## src/rtl/alu_compare_sweeper.sv

```systemverilog
// alu_compare_sweeper
// Self-test engine for ALU flag logic. It drives an external ALU with a
// subtract over a sweep of operand pairs, either exhaustive or LFSR-random.
// For each pair it derives ten compare predicates from the returned Z/C/V/N
// flags and checks them against native compares of the operands.
//
// Ports:
//   clk, rst_n            clock (rising edge), asynchronous active-low reset
//   start, abort          begin a sweep (from IDLE/DONE) / stop an active sweep
//   mode, seed            0 = exhaustive, 1 = random; LFSR seed (0 -> 1)
//   num_vectors           pair count for random mode
//   alu_a, alu_b          registered operands to the ALU
//   alu_oper              constant subtract opcode
//   alu_flags_in          constant 0 flag input to the ALU
//   alu_flags_out         flags returned by the ALU
//   busy, done            sweep in progress / sweep complete (held)
//   vec_count, err_count  pairs checked (wrapping) / failing pairs (saturating)
//   fail_valid, fail_a, fail_b, fail_flags, fail_mask
//                         capture of the first failing pair
module alu_compare_sweeper #(
  parameter int WIDTH       = 8,
  parameter int ALU_LATENCY = 0,
  parameter int OPER_WIDTH  = 4,
  parameter int OPER_SUB    = 1,
  parameter int FLAG_Z      = 0,
  parameter int FLAG_C      = 1,
  parameter int FLAG_V      = 2,
  parameter int FLAG_N      = 3
) (
  input  logic                  clk,
  input  logic                  rst_n,
  input  logic                  start,
  input  logic                  abort,
  input  logic                  mode,
  input  logic [31:0]           seed,
  input  logic [31:0]           num_vectors,
  output logic [WIDTH-1:0]      alu_a,
  output logic [WIDTH-1:0]      alu_b,
  output logic [OPER_WIDTH-1:0] alu_oper,
  output logic [3:0]            alu_flags_in,
  input  logic [3:0]            alu_flags_out,
  output logic                  busy,
  output logic                  done,
  output logic [31:0]           vec_count,
  output logic [15:0]           err_count,
  output logic                  fail_valid,
  output logic [WIDTH-1:0]      fail_a,
  output logic [WIDTH-1:0]      fail_b,
  output logic [3:0]            fail_flags,
  output logic [9:0]            fail_mask
);

  localparam logic [OPER_WIDTH-1:0] OPER_CODE = OPER_WIDTH'(OPER_SUB);
  localparam logic [3:0]            LAT       = 4'(ALU_LATENCY);
  localparam logic [31:0]           LFSR_MASK = 32'h8020_0003;

  typedef enum logic [2:0] {
    S_IDLE,
    S_DRIVE,
    S_WAIT,
    S_CHECK,
    S_DONE
  } state_t;

  state_t state, state_nx;

  logic [WIDTH-1:0] a_q, b_q;
  logic [31:0]      lfsr_q;
  logic [31:0]      lfsr_nx;
  logic [31:0]      remaining_q;
  logic [3:0]       lat_cnt_q;
  logic             mode_q;
  logic [31:0]      seed_eff;
  logic             last_pair;
  logic             flag_z, flag_c, flag_v, flag_n, sign_lt;
  logic [9:0]       derived, golden, mask;

  assign alu_a        = a_q;
  assign alu_b        = b_q;
  assign alu_oper     = OPER_CODE;
  assign alu_flags_in = 4'b0000;
  assign busy         = (state == S_DRIVE) || (state == S_WAIT) || (state == S_CHECK);
  assign done         = (state == S_DONE);

  // A zero seed would lock the LFSR at zero forever.
  assign seed_eff = (seed == 32'd0) ? 32'd1 : seed;

  // Right-shifting Galois LFSR; the feedback bit toggles the tap positions.
  assign lfsr_nx = lfsr_q[0] ? ((lfsr_q >> 1) ^ LFSR_MASK) : (lfsr_q >> 1);

  assign last_pair = mode_q ? (remaining_q == 32'd1) : ((&a_q) && (&b_q));

  // Predicates derived from the ALU flags versus native compares of the
  // operands; any disagreement sets the corresponding mask bit.
  always_comb begin
    flag_z  = alu_flags_out[FLAG_Z];
    flag_c  = alu_flags_out[FLAG_C];
    flag_v  = alu_flags_out[FLAG_V];
    flag_n  = alu_flags_out[FLAG_N];
    sign_lt = flag_n ^ flag_v;

    derived[0] = flag_z;
    derived[1] = ~flag_z;
    derived[2] = ~flag_c;
    derived[3] = ~flag_c | flag_z;
    derived[4] = flag_c & ~flag_z;
    derived[5] = flag_c;
    derived[6] = sign_lt;
    derived[7] = sign_lt | flag_z;
    derived[8] = ~sign_lt & ~flag_z;
    derived[9] = ~sign_lt;

    golden[0] = (a_q == b_q);
    golden[1] = (a_q != b_q);
    golden[2] = (a_q <  b_q);
    golden[3] = (a_q <= b_q);
    golden[4] = (a_q >  b_q);
    golden[5] = (a_q >= b_q);
    golden[6] = ($signed(a_q) <  $signed(b_q));
    golden[7] = ($signed(a_q) <= $signed(b_q));
    golden[8] = ($signed(a_q) >  $signed(b_q));
    golden[9] = ($signed(a_q) >= $signed(b_q));

    mask = derived ^ golden;
  end

  // State register.
  always_ff @(posedge clk or negedge rst_n) begin
    if (!rst_n) begin
      state <= S_IDLE;
    end else begin
      state <= state_nx;
    end
  end

  // Next-state logic. Abort beats every busy-state transition, including
  // the CHECK -> DRIVE/DONE step, so the pair in CHECK is dropped.
  always_comb begin
    state_nx = state;
    case (state)
      S_IDLE, S_DONE: begin
        if (start) begin
          if (mode && (num_vectors == 32'd0)) begin
            state_nx = S_DONE;
          end else begin
            state_nx = S_DRIVE;
          end
        end
      end
      S_DRIVE: begin
        if (abort) begin
          state_nx = S_IDLE;
        end else if (LAT != 4'd0) begin
          state_nx = S_WAIT;
        end else begin
          state_nx = S_CHECK;
        end
      end
      S_WAIT: begin
        if (abort) begin
          state_nx = S_IDLE;
        end else if (lat_cnt_q == 4'd1) begin
          state_nx = S_CHECK;
        end
      end
      S_CHECK: begin
        if (abort) begin
          state_nx = S_IDLE;
        end else if (last_pair) begin
          state_nx = S_DONE;
        end else begin
          state_nx = S_DRIVE;
        end
      end
      default: state_nx = S_IDLE;
    endcase
  end

  // Operand sequencing, latency counting, result counters and first-failure
  // capture.
  always_ff @(posedge clk or negedge rst_n) begin
    if (!rst_n) begin
      a_q         <= '0;
      b_q         <= '0;
      lfsr_q      <= 32'd0;
      remaining_q <= 32'd0;
      lat_cnt_q   <= 4'd0;
      mode_q      <= 1'b0;
      vec_count   <= 32'd0;
      err_count   <= 16'd0;
      fail_valid  <= 1'b0;
      fail_a      <= '0;
      fail_b      <= '0;
      fail_flags  <= 4'd0;
      fail_mask   <= 10'd0;
    end else begin
      case (state)
        S_IDLE, S_DONE: begin
          if (start) begin
            mode_q      <= mode;
            remaining_q <= num_vectors;
            vec_count   <= 32'd0;
            err_count   <= 16'd0;
            fail_valid  <= 1'b0;
            fail_a      <= '0;
            fail_b      <= '0;
            fail_flags  <= 4'd0;
            fail_mask   <= 10'd0;
            if (mode) begin
              lfsr_q <= seed_eff;
              a_q    <= seed_eff[WIDTH-1:0];
              b_q    <= seed_eff[2*WIDTH-1:WIDTH];
            end else begin
              a_q <= '0;
              b_q <= '0;
            end
          end
        end
        S_DRIVE: begin
          lat_cnt_q <= LAT;
        end
        S_WAIT: begin
          lat_cnt_q <= lat_cnt_q - 4'd1;
        end
        S_CHECK: begin
          if (!abort) begin
            vec_count <= vec_count + 32'd1;
            if (mask != 10'd0) begin
              if (err_count != 16'hFFFF) begin
                err_count <= err_count + 16'd1;
              end
              if (!fail_valid) begin
                fail_valid <= 1'b1;
                fail_a     <= a_q;
                fail_b     <= b_q;
                fail_flags <= alu_flags_out;
                fail_mask  <= mask;
              end
            end
            if (mode_q) begin
              lfsr_q      <= lfsr_nx;
              a_q         <= lfsr_nx[WIDTH-1:0];
              b_q         <= lfsr_nx[2*WIDTH-1:WIDTH];
              remaining_q <= remaining_q - 32'd1;
            end else begin
              // b is the low half, so its wrap carries into a.
              {a_q, b_q} <= {a_q, b_q} + {{(2*WIDTH-1){1'b0}}, 1'b1};
            end
          end
        end
        default: begin
        end
      endcase
    end
  end

endmodule

```

## config.mk

```make
export PLATFORM = sky130hd
export DESIGN_NAME = alu_compare_sweeper
export DESIGN_NICKNAME = d
export VERILOG_FILES = /design/src/rtl/alu_compare_sweeper.sv
export SDC_FILE = /design/constraint.sdc
export NUM_CORES = 1
export LEC_CHECK = 0
export CORE_MARGIN = 3
export CORE_UTILIZATION = 45
export DETAILED_ROUTE_END_ITERATION = 16
export GPL_TIMING_DRIVEN = 0
export MAX_ROUTING_LAYER = met4
export PLACE_DENSITY = 0.82
export RECOVER_POWER = 100
export REMOVE_ABC_BUFFERS = 1
export SLEW_MARGIN = 0
export SYNTH_ARGS = -nofsm -noshare
export SYNTH_HDL_FRONTEND = slang
export SYNTH_SLANG_ARGS = --single-unit
export TNS_END_PERCENT = 50
```

## constraint.sdc

```tcl
create_clock -name clk -period 4.1 [get_ports clk]
set_clock_uncertainty 0.05 [all_clocks]
set_input_delay 0.82 -clock clk [delete_from_list [all_inputs] [get_ports clk]]
set_output_delay 0.82 -clock clk [all_outputs]
set_load 0.05 [all_outputs]
```

Yosys cells after proc, flatten, opt, wreduce, memory -nomap -nowiden
Cells that the tools add are included.
{ "word_totals": {"wordCells": 137, "output_inout_bits": 105, "memories": 0, "latchBits": 0, "mem_bits_ro": 0, "input_bits": 73, "ramBits": 0, "register_bits": 167} }
{ "op_classes": {"n_eq_ne": 17, "reduce_logical": 21, "n_shift": 0, "mul": 0, "bitwise_logic": 10, "div_mod_pow": 0, "addsub": 5, "n_mux": 62, "order_cmp": 8} }
{ "ops": {"columns": ["op", "n"], "rows": [
  ["32-bit 2-to-1 mux", 11],
  ["32-bit case mux with 2 select lines", 3],
  ["8-bit 2-to-1 mux", 15],
  ["32-bit logical NOT", 2],
  ["16-bit 2-to-1 mux", 4],
  ["8-bit case mux with 2 select lines", 4],
  ["10-bit 2-to-1 mux", 4],
  ["16-bit by 1-bit adder with 16-bit output, second input constant", 2],
  ["32-bit by 1-bit adder with 32-bit output, second input constant", 1],
  ["32-bit by 1-bit == test with 1-bit output, second input constant", 1],
  ["16-bit case mux with 2 select lines", 1],
  ["32-bit by 1-bit subtractor with 32-bit output, second input constant", 1],
  ["10-bit case mux with 2 select lines", 1],
  ["3-bit 2-to-1 mux", 6],
  ["8-bit >= comparator", 2],
  ["8-bit greater-than comparator", 2],
  ["8-bit <= comparator", 2],
  ["8-bit less-than comparator", 2],
  ["4-bit 2-to-1 mux", 4],
  ["16-bit != test, second input constant", 1],
  ["4-bit case mux with 2 select lines", 2],
  ["8-bit AND reduction", 2],
  ["5-bit AND reduction", 3],
  ["3-bit case mux with 4 select lines", 1],
  ["28 further kinds", 46]
]} }

Depth between registers and ports, before layout
Gate-level depths: netlist of run 1.
{ "depth": {"word_depth": 8, "ltp_mapped": 11, "mapped_depth_nobuf": 9} }

Worst setup path after synthesis of run 1
No wires, ideal clock.
{ "synth_timing": {"path_type": "reg2reg", "startpoint": "reg b_q[7] (netlist: alu_b[7])", "endpoint": "reg fail_mask[1]", "synth_period_minus_slack_ps": 2872, "path_slack_ps": 1228, "path_buffers": 2, "arrival_ps": 2742, "path_stages_with_launch": 10, "required_time_ps": 3971, "cell_sequence": "dfrtp_1 > inv_1 > ha_1 > buf_2 > nand2_1 > o21ai_0 > nor3_1 > nor4_1 > buf_2 > mux2i_1"} }
{ "synth_between": {"elab_chain_cells": 6, "word_cells_on_any_way": 18, "classes_between": "order compare: 8; eq/ne: 3; mux: 4; bitwise: 1; reduce/logical: 2"} }
{ "synth_lines": {"columns": ["item", "line_no", "rtl"], "rows": [
  ["from (decl)", "67", "logic [WIDTH-1:0] a_q, b_q;"],
  ["from (signal assigned)", "212", "b_q <= seed_eff[2*WIDTH-1:WIDTH];"],
  ["from (signal assigned)", "243", "b_q <= lfsr_nx[2*WIDTH-1:WIDTH];"],
  ["from (signal assigned)", "247", "{a_q, b_q} <= {a_q, b_q} + {{(2*WIDTH-1){1'b0}}, 1'b1};"],
  ["parallel branches: the longest is 1 deep, another holds 8-bit less-than comparator", null, null],
  ["10-bit bitwise XOR *", "124", "mask = derived ^ golden;"],
  ["parallel branches: the longest is 4 deep, another holds 10-bit nonzero test", null, null],
  ["to (signal assigned)", "237", "fail_mask <= mask;"],
  ["to (decl)", "50", "output logic [9:0] fail_mask"]
]} }
Every way passes the cells marked *. The select of a mux whose other input is x is not followed.
A chain may end at the register's enable or synchronous reset.

Final worst setup path of run 1
{ "layout_timing": {"startpoint": "reg state[1]", "endpoint": "reg lfsr_q[1]"} }
{ "layout_between": {"elab_chain_cells": 4, "word_cells_on_any_way": 11, "classes_between": "eq/ne: 6; mux: 1; reduce/logical: 4"} }
{ "layout_lines": {"columns": ["item", "line_no", "rtl"], "rows": [
  ["from (decl)", "65", "state_t state, state_nx;"],
  ["from (signal assigned)", "132", "state <= state_nx;"],
  ["3-bit == test or 3-bit logical NOT (tied branches)", "197", "case (state)"],
  ["2-bit OR reduction", "197", null],
  ["2-bit != test (no line) or 2-bit nonzero test (tied branches)", null, null],
  ["5-bit AND reduction (no line)", null, null],
  ["to (signal assigned)", "241", "lfsr_q <= lfsr_nx;"],
  ["to (decl)", "68", "logic [31:0] lfsr_q;"]
]} }
Parallel ways exist; a longest one is shown, timed or not.

==> flow_summary.ini, run 1 <==
[worst_setup_path]
r2r_cells = 6
critPathKind = reg -> reg
critPathMaxFanout = 19
r2r_end = lfsr_q[1]
crit_path_end_kind = register
crit_start = state[1]
reg2reg_from = state[1]
crit_required_ns = 4.36
critPathLaunchType = register
arrival_ns = 3.93
endpoint = lfsr_q[1]
r2r_setup_slack_ns = 0.42

[sta]
maxSlewHeadroom_pct = -64.61
setup_tns_ns = 0
setup_violations = 0
whs_ns = 0.4564
fmax_mhz = 272.1
worstMarginPinSlew_ns = 2.469
rsz0062_at_grt = no
maxSlewViolCount = 59
final_hold_viol_count = 0
fin_ws_ns = 0.4242
layout_min_cycle_time_ns = 3.676
post-route-period-util_pct = 89.65

[route]
antenna_left = 0
vias_per_cell = 5.661
dr.first_iter.drc_count = 768
drt-pass1-iter-count = 6
wl_microns = 24370
wire_per_inst_microns = 16.15
dr_total_vias = 8543
drc_errors = 0

[synthesis]
seq_area_frac_synth_pct = 44.97
synth.most_common_cell = nand2_1
yosys-top-cells-area = dfrtp_1 45%, nand2_1 7.4%, nor2_1 5.1%, o21ai_0 4.3%, a21oi_1 3.6%
ys_top_cells_by_count = 180 x nand2_1, 164 x dfrtp_1, 124 x nor2_1, 79 x o21ai_0, 65 x a21oi_1
ys_seq_elements = 164
netlist_area_sq_um = 9126
synth_flop_cell = dfrtp_1
synth.top_cell.area_share_pct = 44.97
synthCells = 1095
async_flop_share_pct = 100.0
synth_edf_count = 0
avgSynthCellArea_sq_um = 8.334
yosys_warnings = 0
yosysTopAreaCell = dfrtp_1
synth_cell_types = 65

[clock_tree]
clk_path_buf_depth = 2
cts.reportedPaths.clkPinSlew_ns = 0.07
numCtsBuffers = 17
cts_root_buf = clkbuf_16
cts_tree = done
clkLatencyLatePin_ns = 0.42
ctsHtreeMaxLevel = 4
post_cts_buffers = 0
clock_sinks = 164
cts_resized = 0
ctsHoldBuffers = 0

[power_and_ir_drop]
p_leak_nw = 4.889
pwr_density_cell_nw_per_um2 = 663.3
ir_worst_vdd_v = 0.0003080
power_mw = 7.677

[global_routing]
antenna_found_initial = 1
grt_pass1_vias = 8119
grt_max_degree = 123
overflow = 0
grtUsageTotal_pct = 22.97
grt_pass1_wl_microns = 40260

[finish]
fin_util_pct = 58.70
n_fill_cell = 1718
regArea_sq_um = 4104
area_growth_syn_to_layout_pct = 26.83
multi_input_area_sq_um = 4622
final_nets = 1319
stdcell_area_sq_um = 11570
drive_above_1_share_pct = 4.907
fin_cells = 1509

[floorplan]
die_w_microns = 148.4
rows = 51
ios = 178
core_sq_um = 19720
die-area_sq_um = 22030
start_util_pct = 46.28
dieHeight_microns = 148.4

[outcome]
failed_checks = max-capacitance violations, max-slew violations
run_status = complete, but fails checks

[place]
dp.final_hpwl_microns = 17380
place_ws_ns = -0.1595
dp.cells = 1477
placed_cell_area_sq_um = 11090
gp_congestion = 0.8810
port_buffers = 169

[job]
cap_violations = 2

[worst_hold_path]
min-delay-start = remaining_q[20]
hold_class = reg -> reg
## critical path, cell delays in order (launching register included)
cell      delay, ns
dfrtp_1        0.56
clkinv_1       0.33
nor3_1         1.50
clkbuf_2       0.54
buf_6          0.23
a21oi_1        0.07
mux2_2         0.26
## area by class of cell
type	count	share of cell area, %
antenna	1	0.02162
clock buffer	22	4.183
clock inverter	9	0.6810
inverter	28	0.9080
multi-input combinational	835	39.93
sequential	164	35.46
tap	265	2.865
timing repair buffer	185	15.95
## placed cells by master (no fill, tap or decap), types with 8 or more instances in the layout
cell type,Yosys,routed
dlygate4sd3_1,0,100
nor3_1,34,34
o21ai_0,79,85
and3_1,10,10
a21oi_1,65,65
o22ai_1,9,9
ha_1,15,15
xnor2_1,30,31
nor4_1,23,23
xor2_1,23,23
or3_1,12,12
dfrtp_1,164,164
a31oi_1,39,39
nand3_1,42,42
a22oi_1,12,12
clkdlybuf4s50_1,0,68
clkbuf_16,0,17
nand4_1,20,20
nor2_1,124,123
nand2_1,180,178
inv_1,27,27
conb_1,2,8
## flip-flops by register name, summed over array words and instances (netlist names)
signal and cells:
mode_q 1, fail_mask 7, state 3, fail_b 8
vec_count 32, lfsr_q 32, fail_a 8, fail_valid 1
remaining_q 32, alu_a 8, alu_b 8, lat_cnt_q 4
fail_flags 4, err_count 16
## worst min-delay path by stage
stage | endpoint | depth (start not counted)
after CTS | fail_flags[3] | 1
final | remaining_q[20] | 2
after floorplan | remaining_q[13] | 2
after global placement | remaining_q[13] | 2
after detailed placement | remaining_q[20] | 2
after global routing | remaining_q[20] | 2
## kinds of logic after synthesis
group,count (synthesis),share of synthesized area (%)
adder cells (fa/ha/maj),15,2.056
AND/OR/NAND/NOR,484,24.55
multiplexers,8,0.9049
buffers and inverters,102,4.771
other,2,0.08229
XOR/XNOR,54,5.265
flip-flops,164,44.97
AO/OA/AOI/OAI,266,17.40
## per-layer routing
layer | GRT usage, % | vias up | share of wire [%]
met4 | 7.021 | 0 | 1.5
li1 | - | 4148 | -
met2 | 35.72 | 349 | 47
met1 | 31.07 | 4015 | 44
met5 | - | - | 0
met3 | 3.961 | 31 | 7.5
## report_power, final
part           leakage, nW  switching (mW)  total, mW  internal (mW)
clock                0.278           0.637       1.53          0.893
combinational         2.53            2.20       3.39           1.19
sequential            2.08           0.613       2.75           2.14
No activity file was read; power rests on OpenSTA's default activity.
==> run 2, diff against run 1 <==
--- a/config.mk
+++ b/config.mk
@@ -5,7 +5,6 @@
 export SDC_FILE = /design/constraint.sdc
 export NUM_CORES = 1
 export LEC_CHECK = 0
-export CORE_MARGIN = 3
 export CORE_UTILIZATION = 45
 export DETAILED_ROUTE_END_ITERATION = 16
 export GPL_TIMING_DRIVEN = 0
@@ -13,6 +12,7 @@
 export PLACE_DENSITY = 0.82
 export RECOVER_POWER = 100
 export REMOVE_ABC_BUFFERS = 1
+export SETUP_SLACK_MARGIN = 0.05
 export SLEW_MARGIN = 0
 export SYNTH_ARGS = -nofsm -noshare
 export SYNTH_HDL_FRONTEND = slang
==> flow_summary.ini, run 2 (synthesis results as in run 1) <==
[floorplan]
start_util_pct = 46.43
dieHeight_microns = 144.4
ios = 178
core_sq_um = 19650
rows = 51
die-area_sq_um = 20850
die_w_microns = 144.4

[place]
placed_cell_area_sq_um = 11070
port_buffers = 169
place_ws_ns = -0.1526
dp.final_hpwl_microns = 17220
gp_congestion = 0.8699

[power_and_ir_drop]
power_mw = 7.830
p_int_mw = 4.339
switching_power_mw = 3.491
clockPowerShare_pct = 21.1
p_sw_share_pct = 44.59
p_seq_share_pct = 35.3
ir_worst_vdd_v = 0.0004241
comb_power_share_pct = 43.6
p_leak_nw = 4.915
pwr_density_cell_nw_per_um2 = 672.4

[route]
highest-signal-layer = met4
met2_length_microns = 11500
wire_per_inst_microns = 15.99
wl_met3_microns = 1431
dr_total_vias = 8541
dr.first_iter.drc_count = 581
vias_per_cell = 5.660
drc_errors = 0
drt-pass1-iter-count = 5
antenna_left = 0
wl_microns = 24130
met1_length_microns = 10730

[clock_tree]
cts.reportedPaths.clkPinSlew_ns = 0.07
ctsHtreeMaxLevel = 4
clk_path_buf_depth = 2
post_cts_buffers = 0
clock_sinks = 164
ctsHoldBuffers = 0
clkLatencyLatePin_ns = 0.42
numCtsBuffers = 17
cts_tree = done
cts_resized = 0
cts_root_buf = clkbuf_16

[job]
cap_violations = 2

[finish]
n_fill_cell = 1787
layout_commonest_cell = nand2_1
drive_above_1_share_pct = 5.064
mostFrequentLayoutCells = 179 x nand2_1, 164 x dfrtp_1, 123 x nor2_1, 98 x dlygate4sd3_1, 86 x o21ai_0
top_regs = lfsr_q: 32 flops, remaining_q: 32 flops, vec_count: 32 flops
diodes = 0
final_nets = 1319
stdcell_area_sq_um = 11640
area_growth_syn_to_layout_pct = 27.58

[worst_hold_path]
hold_class = reg -> reg

[worst_setup_path]
cp_top_family = simple AND/OR/NAND/NOR gates
crit_path_end_kind = register
critPathMaxFanout = 7
slowest_delay_ns = 0.66
crit_required_ns = 4.36
critPathLaunchType = input port
crit_slowest_cell = nor4bb_2
cpMostUsedCell = nor2_1
crit_buf_inv = 2
critPathKind = in -> reg
arrival_ns = 3.81
worstPathCellList = dlygate4sd3_1 -> nor4bb_2 -> clkbuf_1 -> o2111ai_1 -> nor2_1 -> and2_0 -> nand4_1 -> xor2_1 -> nor2_1

[sta]
final_hold_viol_count = 0
fin_ws_ns = 0.5463
rsz0062_at_grt = no
setup_violations = 0
fmax_mhz = 281.4
worstMarginPinSlew_ns = 2.131
maxSlewViolCount = 107
post-route-period-util_pct = 86.68
layout_min_cycle_time_ns = 3.554
maxSlewHeadroom_pct = -42.09

[global_routing]
antenna_found_initial = 0
grt_max_degree = 92
grtUsageTotal_pct = 24.66
grt_pass1_vias = 7897
grt_pass1_wl_microns = 39410
overflow = 0

[outcome]
failed_checks = max-capacitance violations, max-slew violations
run_status = complete, but fails checks
## run 2: cell count changes in the layout (fill, tap and decap cells not counted), sizes merged, moves of 2 or more
cell           change
buf                -2
bufinv             +2
clkdlybuf4s50      +2
dlygate4sd3        -2
inv                +2
## run 2: power by group through the flow
stage / registers, mW / logic, mW / clock network [mW]
after CTS: 2.76 / 3.50 / 1.68
after global routing: 2.85 / 3.75 / 1.74
after global placement: 2.76 / 3.35 / 0
after detailed placement: 2.78 / 3.48 / 0
final: 2.76 / 3.42 / 1.65
after floorplan: 3.25 / 1.80 / 0
## run 2: area by class of cell
class                   count  area, sq um  area share (%)
multi-input cells         835         4643           39.88
flip-flops and latches    164         4104           35.25
repair buffers            185         1852           15.90
clock buffers              20        456.7           3.922
well taps                 265        331.6           2.848
clock inverters            12        151.4           1.300
inverters                  28        105.1          0.9026
## run 2: per-layer routing
metal	GRT usage [%]	up-vias
met5	-	-
met4	7.424	0
met3	4.735	37
met2	39.04	287
met1	31.99	4075
li1	-	4142
## run 2: tightest hold or removal path: cells and delay by family (launching register included)
kind            cells  cell delay, ns
flops               1            0.35
simple gates        1            0.05
compound gates      1            0.06
## run 2: stage by stage
stage	util, %	setup TNS (ns)	instances	hold WS [ns]
final	59.24	0	1509	0.4493
after global placement	55.16	-1388.69	1461	0.4214
after floorplan	-	-200.82	1027	0.4009
after detailed placement	56.30	-0.1526	1476	0.4269
after global routing	59.24	0	1509	0.4603
after CTS	59.40	0	1508	0.3649
## run 2: path summary, 6_finish.rpt
path                       slack (ns)  depth (start not counted)            start               to
max in group asynchronous        1.77                          2            rst_n  remaining_q[28]
min reg2reg                      0.45                          2  remaining_q[13]  remaining_q[13]
min                              0.45                          2  remaining_q[13]  remaining_q[13]
max                              0.55                          9            abort    vec_count[31]
max reg2reg                      0.67                          9         alu_b[7]        fail_a[5]
min in group asynchronous        0.97                          1            rst_n     fail_mask[6]
